$ cat src/rtl/dmem_arb_pkg.sv
// Shared types and defaults for the data-memory arbiter.
package dmem_arb_pkg;

  typedef enum logic {
    OWN_CORE = 1'b0,
    OWN_EXT  = 1'b1
  } owner_e;

  localparam int unsigned MAX_BURST_DEF = 8;

endpackage

$ cat src/rtl/dmem_arbiter_if.sv
// LSU, external-port and memory-side signals of the data-memory arbiter.
interface dmem_arbiter_if #(
  parameter int unsigned AW = 32,
  parameter int unsigned DW = 32
);
  logic          core_req;
  logic          core_we;
  logic [3:0]    core_mask;
  logic [AW-1:0] core_addr;
  logic [DW-1:0] core_wdata;
  logic          core_stall;
  logic          core_rvalid;
  logic [DW-1:0] core_rdata;

  logic          ext_req;
  logic          ext_lock;
  logic          ext_we;
  logic [3:0]    ext_mask;
  logic [AW-1:0] ext_addr;
  logic [DW-1:0] ext_wdata;
  logic          ext_gnt;
  logic          ext_rvalid;
  logic [DW-1:0] ext_rdata;

  logic          mem_cs;
  logic          mem_we;
  logic [3:0]    mem_mask;
  logic [AW-1:0] mem_addr;
  logic [DW-1:0] mem_wdata;
  logic [DW-1:0] mem_rdata;

  modport slave (
    input  core_req, core_we, core_mask, core_addr, core_wdata,
    output core_stall, core_rvalid, core_rdata,
    input  ext_req, ext_lock, ext_we, ext_mask, ext_addr, ext_wdata,
    output ext_gnt, ext_rvalid, ext_rdata,
    output mem_cs, mem_we, mem_mask, mem_addr, mem_wdata,
    input  mem_rdata
  );

  modport master (
    output core_req, core_we, core_mask, core_addr, core_wdata,
    input  core_stall, core_rvalid, core_rdata,
    output ext_req, ext_lock, ext_we, ext_mask, ext_addr, ext_wdata,
    input  ext_gnt, ext_rvalid, ext_rdata,
    input  mem_cs, mem_we, mem_mask, mem_addr, mem_wdata,
    output mem_rdata
  );
endinterface

$ cat src/rtl/dmem_arb_grant.sv
// Combinational winner selection. DMEM_ARB_RR_EN selects round-robin with
// bounded ext lock; otherwise the core has fixed priority.
module dmem_arb_grant
  import dmem_arb_pkg::*;
#(
  parameter int unsigned MAX_BURST = MAX_BURST_DEF,
  parameter int unsigned CW        = $clog2(MAX_BURST) + 1
) (
  input  logic          core_req,
  input  logic          ext_req,
  input  owner_e        last_owner,
  input  logic [CW-1:0] burst_cnt,
  output logic          core_gnt,
  output logic          ext_gnt
);

`ifdef DMEM_ARB_RR_EN
  logic locked;

  // A non-zero count means the previous ext beat asked to keep the bus.
  always_comb begin
    locked   = (last_owner == OWN_EXT) && (burst_cnt != '0) &&
               (burst_cnt < CW'(MAX_BURST));
    core_gnt = 1'b0;
    ext_gnt  = 1'b0;
    if (ext_req && (locked || !core_req || last_owner == OWN_CORE))
      ext_gnt = 1'b1;
    else if (core_req)
      core_gnt = 1'b1;
  end
`else
  logic unused_state;

  assign unused_state = ^{last_owner, burst_cnt};
  assign core_gnt     = core_req;
  assign ext_gnt      = ext_req & ~core_req;
`endif

endmodule

$ cat src/rtl/dmem_arbiter.sv
// Shares the single-port sync-read data memory between LSU and external port.
// Build option DMEM_ARB_RR_EN: round-robin with locked ext bursts.
module dmem_arbiter
  import dmem_arb_pkg::*;
#(
  parameter int unsigned AW        = 32,
  parameter int unsigned DW        = 32,
  parameter int unsigned MAX_BURST = MAX_BURST_DEF
) (
  input logic           clk,
  input logic           rst,
  dmem_arbiter_if.slave bus
);

  localparam int unsigned CW = $clog2(MAX_BURST) + 1;

  owner_e        last_owner;
  logic [CW-1:0] burst_cnt;
  logic          resp_pend;
  owner_e        resp_owner;
  logic          core_gnt;
  logic          ext_gnt;
  logic          resp_live;

  function automatic logic [CW-1:0] sat_inc(input logic [CW-1:0] v);
    return (v >= CW'(MAX_BURST)) ? v : v + 1'b1;
  endfunction

  dmem_arb_grant #(
    .MAX_BURST(MAX_BURST),
    .CW       (CW)
  ) u_grant (
    .core_req  (bus.core_req),
    .ext_req   (bus.ext_req),
    .last_owner(last_owner),
    .burst_cnt (burst_cnt),
    .core_gnt  (core_gnt),
    .ext_gnt   (ext_gnt)
  );

  // Stage 0: winner drives the memory port in the request cycle.
  always_comb begin
    bus.mem_cs    = bus.core_req | bus.ext_req;
    bus.mem_we    = 1'b0;
    bus.mem_mask  = '0;
    bus.mem_addr  = '0;
    bus.mem_wdata = '0;
    if (core_gnt) begin
      bus.mem_we    = bus.core_we;
      bus.mem_mask  = bus.core_mask;
      bus.mem_addr  = bus.core_addr;
      bus.mem_wdata = bus.core_wdata;
    end else if (ext_gnt) begin
      bus.mem_we    = bus.ext_we;
      bus.mem_mask  = bus.ext_mask;
      bus.mem_addr  = bus.ext_addr;
      bus.mem_wdata = bus.ext_wdata;
    end
  end

`ifdef DMEM_ARB_RR_EN
  assign bus.core_stall = bus.core_req & ~core_gnt;
`else
  assign bus.core_stall = 1'b0;
`endif
  assign bus.ext_gnt = ext_gnt;

  always_ff @(posedge clk) begin
    if (rst) begin
      last_owner <= OWN_EXT;
      burst_cnt  <= '0;
      resp_pend  <= 1'b0;
      resp_owner <= OWN_CORE;
    end else begin
      resp_pend  <= (core_gnt & ~bus.core_we) | (ext_gnt & ~bus.ext_we);
      resp_owner <= ext_gnt ? OWN_EXT : OWN_CORE;
      if (core_gnt)
        last_owner <= OWN_CORE;
      else if (ext_gnt)
        last_owner <= OWN_EXT;
      burst_cnt <= (ext_gnt && bus.ext_lock) ? sat_inc(burst_cnt) : '0;
    end
  end

  // Stage 1: memory data returns to the owner of last cycle's load; a
  // response still pending while reset is asserted is discarded.
  assign resp_live       = resp_pend & ~rst;
  assign bus.core_rvalid = resp_live & (resp_owner == OWN_CORE);
  assign bus.ext_rvalid  = resp_live & (resp_owner == OWN_EXT);
  assign bus.core_rdata  = bus.core_rvalid ? bus.mem_rdata : '0;
  assign bus.ext_rdata   = bus.ext_rvalid  ? bus.mem_rdata : '0;

endmodule
$ cat src/flat_wrapper.sv
// flat-port wrapper written by rule: the top's interface ports become plain ports
module dmem_arbiter_flat import dmem_arb_pkg::*;
#(
  parameter int unsigned AW        = 32,
  parameter int unsigned DW        = 32,
  parameter int unsigned MAX_BURST = MAX_BURST_DEF
)
  (clk, rst, bus_core_req, bus_core_we, bus_core_mask, bus_core_addr, bus_core_wdata, bus_core_stall, bus_core_rvalid, bus_core_rdata, bus_ext_req, bus_ext_lock, bus_ext_we, bus_ext_mask, bus_ext_addr, bus_ext_wdata, bus_ext_gnt, bus_ext_rvalid, bus_ext_rdata, bus_mem_cs, bus_mem_we, bus_mem_mask, bus_mem_addr, bus_mem_wdata, bus_mem_rdata);
  dmem_arbiter_if #(.AW(AW), .DW(DW)) bus_i ();
  input logic clk;
  input logic rst;
  input wire logic [$bits(bus_i.core_req)-1:0] bus_core_req;
  input wire logic [$bits(bus_i.core_we)-1:0] bus_core_we;
  input wire logic [$bits(bus_i.core_mask)-1:0] bus_core_mask;
  input wire logic [$bits(bus_i.core_addr)-1:0] bus_core_addr;
  input wire logic [$bits(bus_i.core_wdata)-1:0] bus_core_wdata;
  output wire logic [$bits(bus_i.core_stall)-1:0] bus_core_stall;
  output wire logic [$bits(bus_i.core_rvalid)-1:0] bus_core_rvalid;
  output wire logic [$bits(bus_i.core_rdata)-1:0] bus_core_rdata;
  input wire logic [$bits(bus_i.ext_req)-1:0] bus_ext_req;
  input wire logic [$bits(bus_i.ext_lock)-1:0] bus_ext_lock;
  input wire logic [$bits(bus_i.ext_we)-1:0] bus_ext_we;
  input wire logic [$bits(bus_i.ext_mask)-1:0] bus_ext_mask;
  input wire logic [$bits(bus_i.ext_addr)-1:0] bus_ext_addr;
  input wire logic [$bits(bus_i.ext_wdata)-1:0] bus_ext_wdata;
  output wire logic [$bits(bus_i.ext_gnt)-1:0] bus_ext_gnt;
  output wire logic [$bits(bus_i.ext_rvalid)-1:0] bus_ext_rvalid;
  output wire logic [$bits(bus_i.ext_rdata)-1:0] bus_ext_rdata;
  output wire logic [$bits(bus_i.mem_cs)-1:0] bus_mem_cs;
  output wire logic [$bits(bus_i.mem_we)-1:0] bus_mem_we;
  output wire logic [$bits(bus_i.mem_mask)-1:0] bus_mem_mask;
  output wire logic [$bits(bus_i.mem_addr)-1:0] bus_mem_addr;
  output wire logic [$bits(bus_i.mem_wdata)-1:0] bus_mem_wdata;
  input wire logic [$bits(bus_i.mem_rdata)-1:0] bus_mem_rdata;
  assign bus_i.core_req = bus_core_req;
  assign bus_i.core_we = bus_core_we;
  assign bus_i.core_mask = bus_core_mask;
  assign bus_i.core_addr = bus_core_addr;
  assign bus_i.core_wdata = bus_core_wdata;
  assign bus_core_stall = bus_i.core_stall;
  assign bus_core_rvalid = bus_i.core_rvalid;
  assign bus_core_rdata = bus_i.core_rdata;
  assign bus_i.ext_req = bus_ext_req;
  assign bus_i.ext_lock = bus_ext_lock;
  assign bus_i.ext_we = bus_ext_we;
  assign bus_i.ext_mask = bus_ext_mask;
  assign bus_i.ext_addr = bus_ext_addr;
  assign bus_i.ext_wdata = bus_ext_wdata;
  assign bus_ext_gnt = bus_i.ext_gnt;
  assign bus_ext_rvalid = bus_i.ext_rvalid;
  assign bus_ext_rdata = bus_i.ext_rdata;
  assign bus_mem_cs = bus_i.mem_cs;
  assign bus_mem_we = bus_i.mem_we;
  assign bus_mem_mask = bus_i.mem_mask;
  assign bus_mem_addr = bus_i.mem_addr;
  assign bus_mem_wdata = bus_i.mem_wdata;
  assign bus_i.mem_rdata = bus_mem_rdata;
  dmem_arbiter #(.AW(AW), .DW(DW), .MAX_BURST(MAX_BURST)) u_core (.clk(clk), .rst(rst), .bus(bus_i));
endmodule
$ cat config.mk
export PLATFORM = sky130hd
export DESIGN_NAME = dmem_arbiter_flat
export DESIGN_NICKNAME = d
export VERILOG_FILES = /design/src/rtl/dmem_arb_pkg.sv /design/src/rtl/dmem_arbiter_if.sv /design/src/rtl/dmem_arb_grant.sv /design/src/rtl/dmem_arbiter.sv /design/src/flat_wrapper.sv
export SDC_FILE = /design/constraint.sdc
export NUM_CORES = 1
export LEC_CHECK = 0
export ABC_AREA = 0
export CAP_MARGIN = 20
export CORE_AREA = 2 2 122 124
export CTS_BUF_LIST = sky130_fd_sc_hd__clkbuf_8
export DETAILED_ROUTE_END_ITERATION = 8
export DIE_AREA = 0 0 124 126
export HOLD_SLACK_MARGIN = 0.03
export PLACE_DENSITY_LB_ADDON = 0.1
export SLEW_MARGIN = 20
export SYNTH_ARGS = -nofsm -noshare
export SYNTH_HDL_FRONTEND = slang
export SYNTH_SLANG_ARGS = --single-unit
$ cat constraint.sdc
create_clock -name clk -period 1.75 [get_ports clk]
set_input_delay 0.175 -clock clk [delete_from_list [all_inputs] [get_ports clk]]
set_output_delay 0.175 -clock clk [all_outputs]
set_load 0.05 [all_outputs]
# [After elaboration in Yosys (flattened, before gate mapping)]
# Cells that the tools add are included.
[classes] add_sub_neg=0 n_mul=0 div=0 order_cmp=0 eq_ne=0 shift=0 muxes=11 bitwise_logic=13 reduce_logical=0
[op_table] op="32-bit two-way mux" n=6
[op_table] op="4-bit two-way mux" n=2
[op_table] op="1-bit AND" n=6
[op_table] op="1-bit inverter" n=5
[op_table] op="1-bit two-way mux" n=3
[op_table] op="1-bit bitwise OR" n=2
[word_totals] register_bits=2 latchBits=0 ram_bits=0 romBits=0 input_bits=175 memories=0

# [Logic depth before layout (Yosys ltp)]
[logic_depth] ltp_word=4 mapped_depth=5

# [Cells and area by module]
# From an unflattened synthesis, not the netlist that was laid out.
[hier_totals] hier_cells=193 area_unflattened_um2=1507.7
[modules_own_cells] mod="dmem_arbiter" n_inst=1 cells_per_inst=191 area_each_um2=1486.4 seq_area_each_um2=140.1
[modules_own_cells] mod="dmem_arb_grant" n_inst=1 cells_per_inst=2 area_each_um2=21.3 seq_area_each_um2=0.0

# [Least setup slack after synthesis]
# Ideal clock, no wire load.
[synth_path] kind="reg2out" from="register u_core.resp_owner" to="output port bus_core_rdata[22]" t_arrival_ns=1.385 path_slack_ns=0.190 path_stages_with_launch=4 cell_sequence="dfxtp_1 -> nor3b_2 -> buf_2 -> and2_1"
[synth_via] elab_chain_cells=3
[synth_rtl] element="start, declared" line_no="dmem_arbiter.sv:20" text="owner_e resp_owner;"
[synth_rtl] element="start signal, assigned" line_no="dmem_arbiter.sv:76" text="resp_owner <= ext_gnt ? OWN_EXT : OWN_CORE;"
[synth_rtl] element="1-bit inverter" line_no="dmem_arbiter.sv:88" text="assign bus.core_rvalid = resp_live & (resp_owner == OWN_CORE);"
[synth_rtl] element="1-bit AND" line_no="dmem_arbiter.sv:88"
[synth_rtl] element="via bus_core_rvalid" line_no="flat_wrapper.sv:18" text="output wire logic [$bits(bus_i.core_rvalid)-1:0] bus_core_rvalid;"
[synth_rtl] element="32-bit two-way mux" line_no="dmem_arbiter.sv:90" text="assign bus.core_rdata = bus.core_rvalid ? bus.mem_rdata : '0;"
[synth_rtl] element="end, declared" line_no="flat_wrapper.sv:19" text="output wire logic [$bits(bus_i.core_rdata)-1:0] bus_core_rdata;"
# The timed path passes the listed nets, and every way through them passes these cells.

# [Worst setup path after layout]
[layout_path] from="input port rst" to="output port bus_core_rdata[9]"
[layout_via] elab_chain_cells=4
[layout_rtl] element="start, declared" line_no="flat_wrapper.sv:11" text="input logic rst;"
[layout_rtl] element="1-bit inverter" line_no="dmem_arbiter.sv:87" text="assign resp_live = resp_pend & ~rst;"
[layout_rtl] element="1-bit AND" line_no="dmem_arbiter.sv:87"
[layout_rtl] element="1-bit AND" line_no="dmem_arbiter.sv:88"
[layout_rtl] element="32-bit two-way mux" line_no="dmem_arbiter.sv:90"
# No other way between the ends.

==> run_summary.xml <==
<?xml version="1.0" encoding="UTF-8"?>
<metrics>
  <group name="finish">
    <metric name="final_cell_area" unit="µm²">5979</metric>
    <metric name="drive_above_1_share" unit="%">33.12</metric>
    <metric name="post_layout_util" unit="%">41.77</metric>
    <metric name="layout.nets" unit="">642</metric>
    <metric name="area.growth.synth_to_final" unit="%">379.8</metric>
    <metric name="stdcell_count" unit="">649</metric>
    <metric name="antenna_cells_inserted" unit="">0</metric>
  </group>
  <group name="floorplan">
    <metric name="rows" unit="">44</metric>
    <metric name="num_io_pins" unit="">313</metric>
    <metric name="core-area" unit="µm²">14310</metric>
    <metric name="die_footprint" unit="µm²">15620</metric>
    <metric name="initial_utilization" unit="%">8.706</metric>
    <metric name="chipWidth" unit="µm">124</metric>
    <metric name="die_height" unit="µm">126</metric>
  </group>
  <group name="yosys">
    <metric name="synth_largest_type_area_fraction" unit="%">48.49</metric>
    <metric name="syn_area_per_cell" unit="µm²">7.507</metric>
    <metric name="synthesis.yosys.warnings" unit="">0</metric>
    <metric name="number_of_enable_flip_flop_cells_after_synthesis" unit="">0</metric>
    <metric name="yosysSeqAreaShare" unit="%">3.213</metric>
    <metric name="post_synth_num_cell_types" unit="">17</metric>
    <metric name="mappedNetlistNets" unit="">341</metric>
    <metric name="yosysTopAreaCell" unit="">sky130_fd_sc_hd__a22o_1</metric>
    <metric name="postSynth.topFlopCell" unit="">sky130_fd_sc_hd__dfxtp_1</metric>
    <metric name="synthArstFlopShare" unit="%">0</metric>
    <metric name="synthesis.area" unit="µm²">1246</metric>
    <metric name="synthesis.instances" unit="">166</metric>
    <metric name="synth.cells.most_frequent" unit="">sky130_fd_sc_hd__a22o_1, sky130_fd_sc_hd__and2_1, sky130_fd_sc_hd__buf_2, sky130_fd_sc_hd__buf_4, sky130_fd_sc_hd__clkbuf_1</metric>
    <metric name="yosys.cell_count.top_type" unit="">sky130_fd_sc_hd__a22o_1</metric>
    <metric name="yosys-top-cells-area" unit="">sky130_fd_sc_hd__a22o_1, sky130_fd_sc_hd__and2_1, sky130_fd_sc_hd__buf_4</metric>
    <metric name="yosys_register_bits" unit="">2</metric>
  </group>
  <group name="global_route">
    <metric name="overflow" unit="">0</metric>
    <metric name="number_of_antenna_violations_at_the_first_check_in_global_routing" unit="">0</metric>
    <metric name="grt_pass1_wl" unit="µm">13930</metric>
    <metric name="grt_usage" unit="%">11.32</metric>
    <metric name="grt_start_max_net_pins" unit="">59</metric>
    <metric name="vias_in_the_first_global_route" unit="">2607</metric>
  </group>
  <group name="critical_path">
    <metric name="worstSetupStartpointType" unit="">primary input</metric>
    <metric name="cp_max_fo" unit="">33</metric>
    <metric name="required_worst_endpoint" unit="ns">1.57</metric>
    <metric name="critical_path_arrival" unit="ns">1.45</metric>
    <metric name="critical_path.endpoint_type" unit="">primary output</metric>
    <metric name="worst_setup_path_startpoint" unit="">rst</metric>
    <metric name="timing_worst_setup_path_type" unit="">in2out</metric>
  </group>
  <group name="detailed_routing">
    <metric name="postRouteWirelength" unit="µm">9716</metric>
    <metric name="remaining_drc_errors" unit="">0</metric>
    <metric name="m1_wl" unit="µm">2755</metric>
    <metric name="wire_length_on_met2" unit="µm">5351</metric>
    <metric name="vias_per_cell" unit="">3.889</metric>
    <metric name="via_count" unit="">2524</metric>
    <metric name="drt-initial-drc-count" unit="">35</metric>
    <metric name="routed-wl-met3" unit="µm">1547</metric>
    <metric name="routed_wire_length_per_instance" unit="µm">14.97</metric>
    <metric name="firstDrtPassIters" unit="">4</metric>
    <metric name="dr.max_layer_used" unit="">met4</metric>
    <metric name="antenna_violating_nets_post_route" unit="">0</metric>
  </group>
  <group name="min_path">
    <metric name="hp-class" unit="">in2reg</metric>
    <metric name="hold_depth" unit="">3</metric>
    <metric name="worst_hold_startpoint" unit="">bus_core_req</metric>
    <metric name="min_delay_worst_endpoint" unit="">u_core.resp_owner</metric>
  </group>
  <group name="sta">
    <metric name="grt_setup_unrepaired" unit="">false</metric>
    <metric name="timing.fmax" unit="GHz">0.6164</metric>
    <metric name="setup_violations" unit="">0</metric>
    <metric name="maxSlewViolCount" unit="">0</metric>
    <metric name="final-hold-violation-count" unit="">0</metric>
    <metric name="finalCritPeriodShare" unit="%">92.71</metric>
    <metric name="fin_setup_tns" unit="ns">0</metric>
    <metric name="final_worst_setup_slack" unit="ns">0.1277</metric>
    <metric name="period_minus_slack" unit="ns">1.622</metric>
    <metric name="whs" unit="ns">0.3436</metric>
  </group>
  <group name="cts">
    <metric name="cts.sink_count" unit="">2</metric>
    <metric name="clock_tree.root_cell" unit="">sky130_fd_sc_hd__clkbuf_8</metric>
    <metric name="tritoncts" unit="">yes</metric>
    <metric name="cts.hold.buffers_added" unit="">0</metric>
    <metric name="cts.repair.resized" unit="">0</metric>
    <metric name="cts_htree_levels" unit="">1</metric>
    <metric name="post_cts_buffers" unit="">0</metric>
    <metric name="cts-root-to-sink-buffers" unit="">2</metric>
    <metric name="cts-buffers-inserted" unit="">3</metric>
    <metric name="clkSlewWorstSetupHoldPaths" unit="ns">0.03</metric>
  </group>
  <group name="power_and_ir_drop">
    <metric name="pwr_density_cell" unit="nW/µm²">343.6</metric>
    <metric name="report.power.total" unit="mW">2.054</metric>
    <metric name="irDropWorstVdd" unit="mV">0.1623</metric>
    <metric name="static-leakage-power" unit="nW">2.433</metric>
  </group>
  <group name="placed_design">
    <metric name="detailed_place_hpwl" unit="µm">8664</metric>
    <metric name="placed_area" unit="µm²">5938</metric>
    <metric name="place.detailed.instances" unit="">646</metric>
    <metric name="post-place-ws" unit="ns">0.1117</metric>
    <metric name="routabilityCongestion" unit="">0.7137</metric>
    <metric name="port-buffer-count" unit="">310</metric>
  </group>
  <group name="run">
    <metric name="cap_viol_max_count" unit="">0</metric>
  </group>
  <group name="outcome">
    <metric name="outcome" unit="">finished clean</metric>
  </group>
</metrics>
critical path: stages:
cell and delay [ns]:
sky130_fd_sc_hd__clkdlybuf4s50_1 0.46, sky130_fd_sc_hd__nor3b_2 0.25, sky130_fd_sc_hd__buf_12 0.21, sky130_fd_sc_hd__and2_1 0.20, sky130_fd_sc_hd__buf_12 0.15
worst max path at each step:
stage                         end
2_1_floorplan  bus_core_rdata[22]
3_3_place_gp    bus_mem_wdata[30]
3_5_place_dp    bus_core_rdata[9]
4_1_cts         bus_core_rdata[9]
5_1_grt         bus_mem_wdata[30]
6_report        bus_core_rdata[9]
sequential cells by signal, indices dropped and copies added, names as in the netlist:
signal,flops
u_core.resp_owner,1
u_core.resp_pend,1
final cells by class:
type / instances / area [µm²]
Fill cell: 1392 / 8334
Timing Repair Buffer: 318 / 4592
Multi-Input combinational cell: 141 / 1070
Tap cell: 184 / 230.2
Clock buffer: 3 / 41.29
Sequential cell: 2 / 40.04
Inverter: 1 / 6.256
power breakdown:
| part | switching (mW) | internal [mW] |
|---|---|---|
| combinational | 0.831 | 0.995 |
| clock | 0.0340 | 0.145 |
| sequential | 0.00103 | 0.0484 |
cell families after synthesis:
family / after synthesis / share of synthesized area [%]
AO/OA/AOI/OAI: 70 / 49.10
flip-flops: 2 / 3.213
other: 1 / 0.3009
AND/OR/NAND/NOR: 70 / 36.45
buffers and inverters: 23 / 10.94
routing by layer:
layer	track usage [%]	up-vias
li1	-	1220
met1	10.10	1110
met2	23.11	190
met3	4.846	4
met4	1.851	0
met5	0	-
cell usage in the layout (no fill, tap or decap), drive strengths merged:
master         instances
clkdlybuf4s50        172
buf                  146
a22o                  69
and2                  64
clkbuf                 3
dfxtp                  2
nor3b                  1
and3b                  1
nand2b                 1
inv                    1
or2                    1
nor2                   1
or3b                   1
o31ai                  1
conb                   1
(Power assumes the default switching activity.)
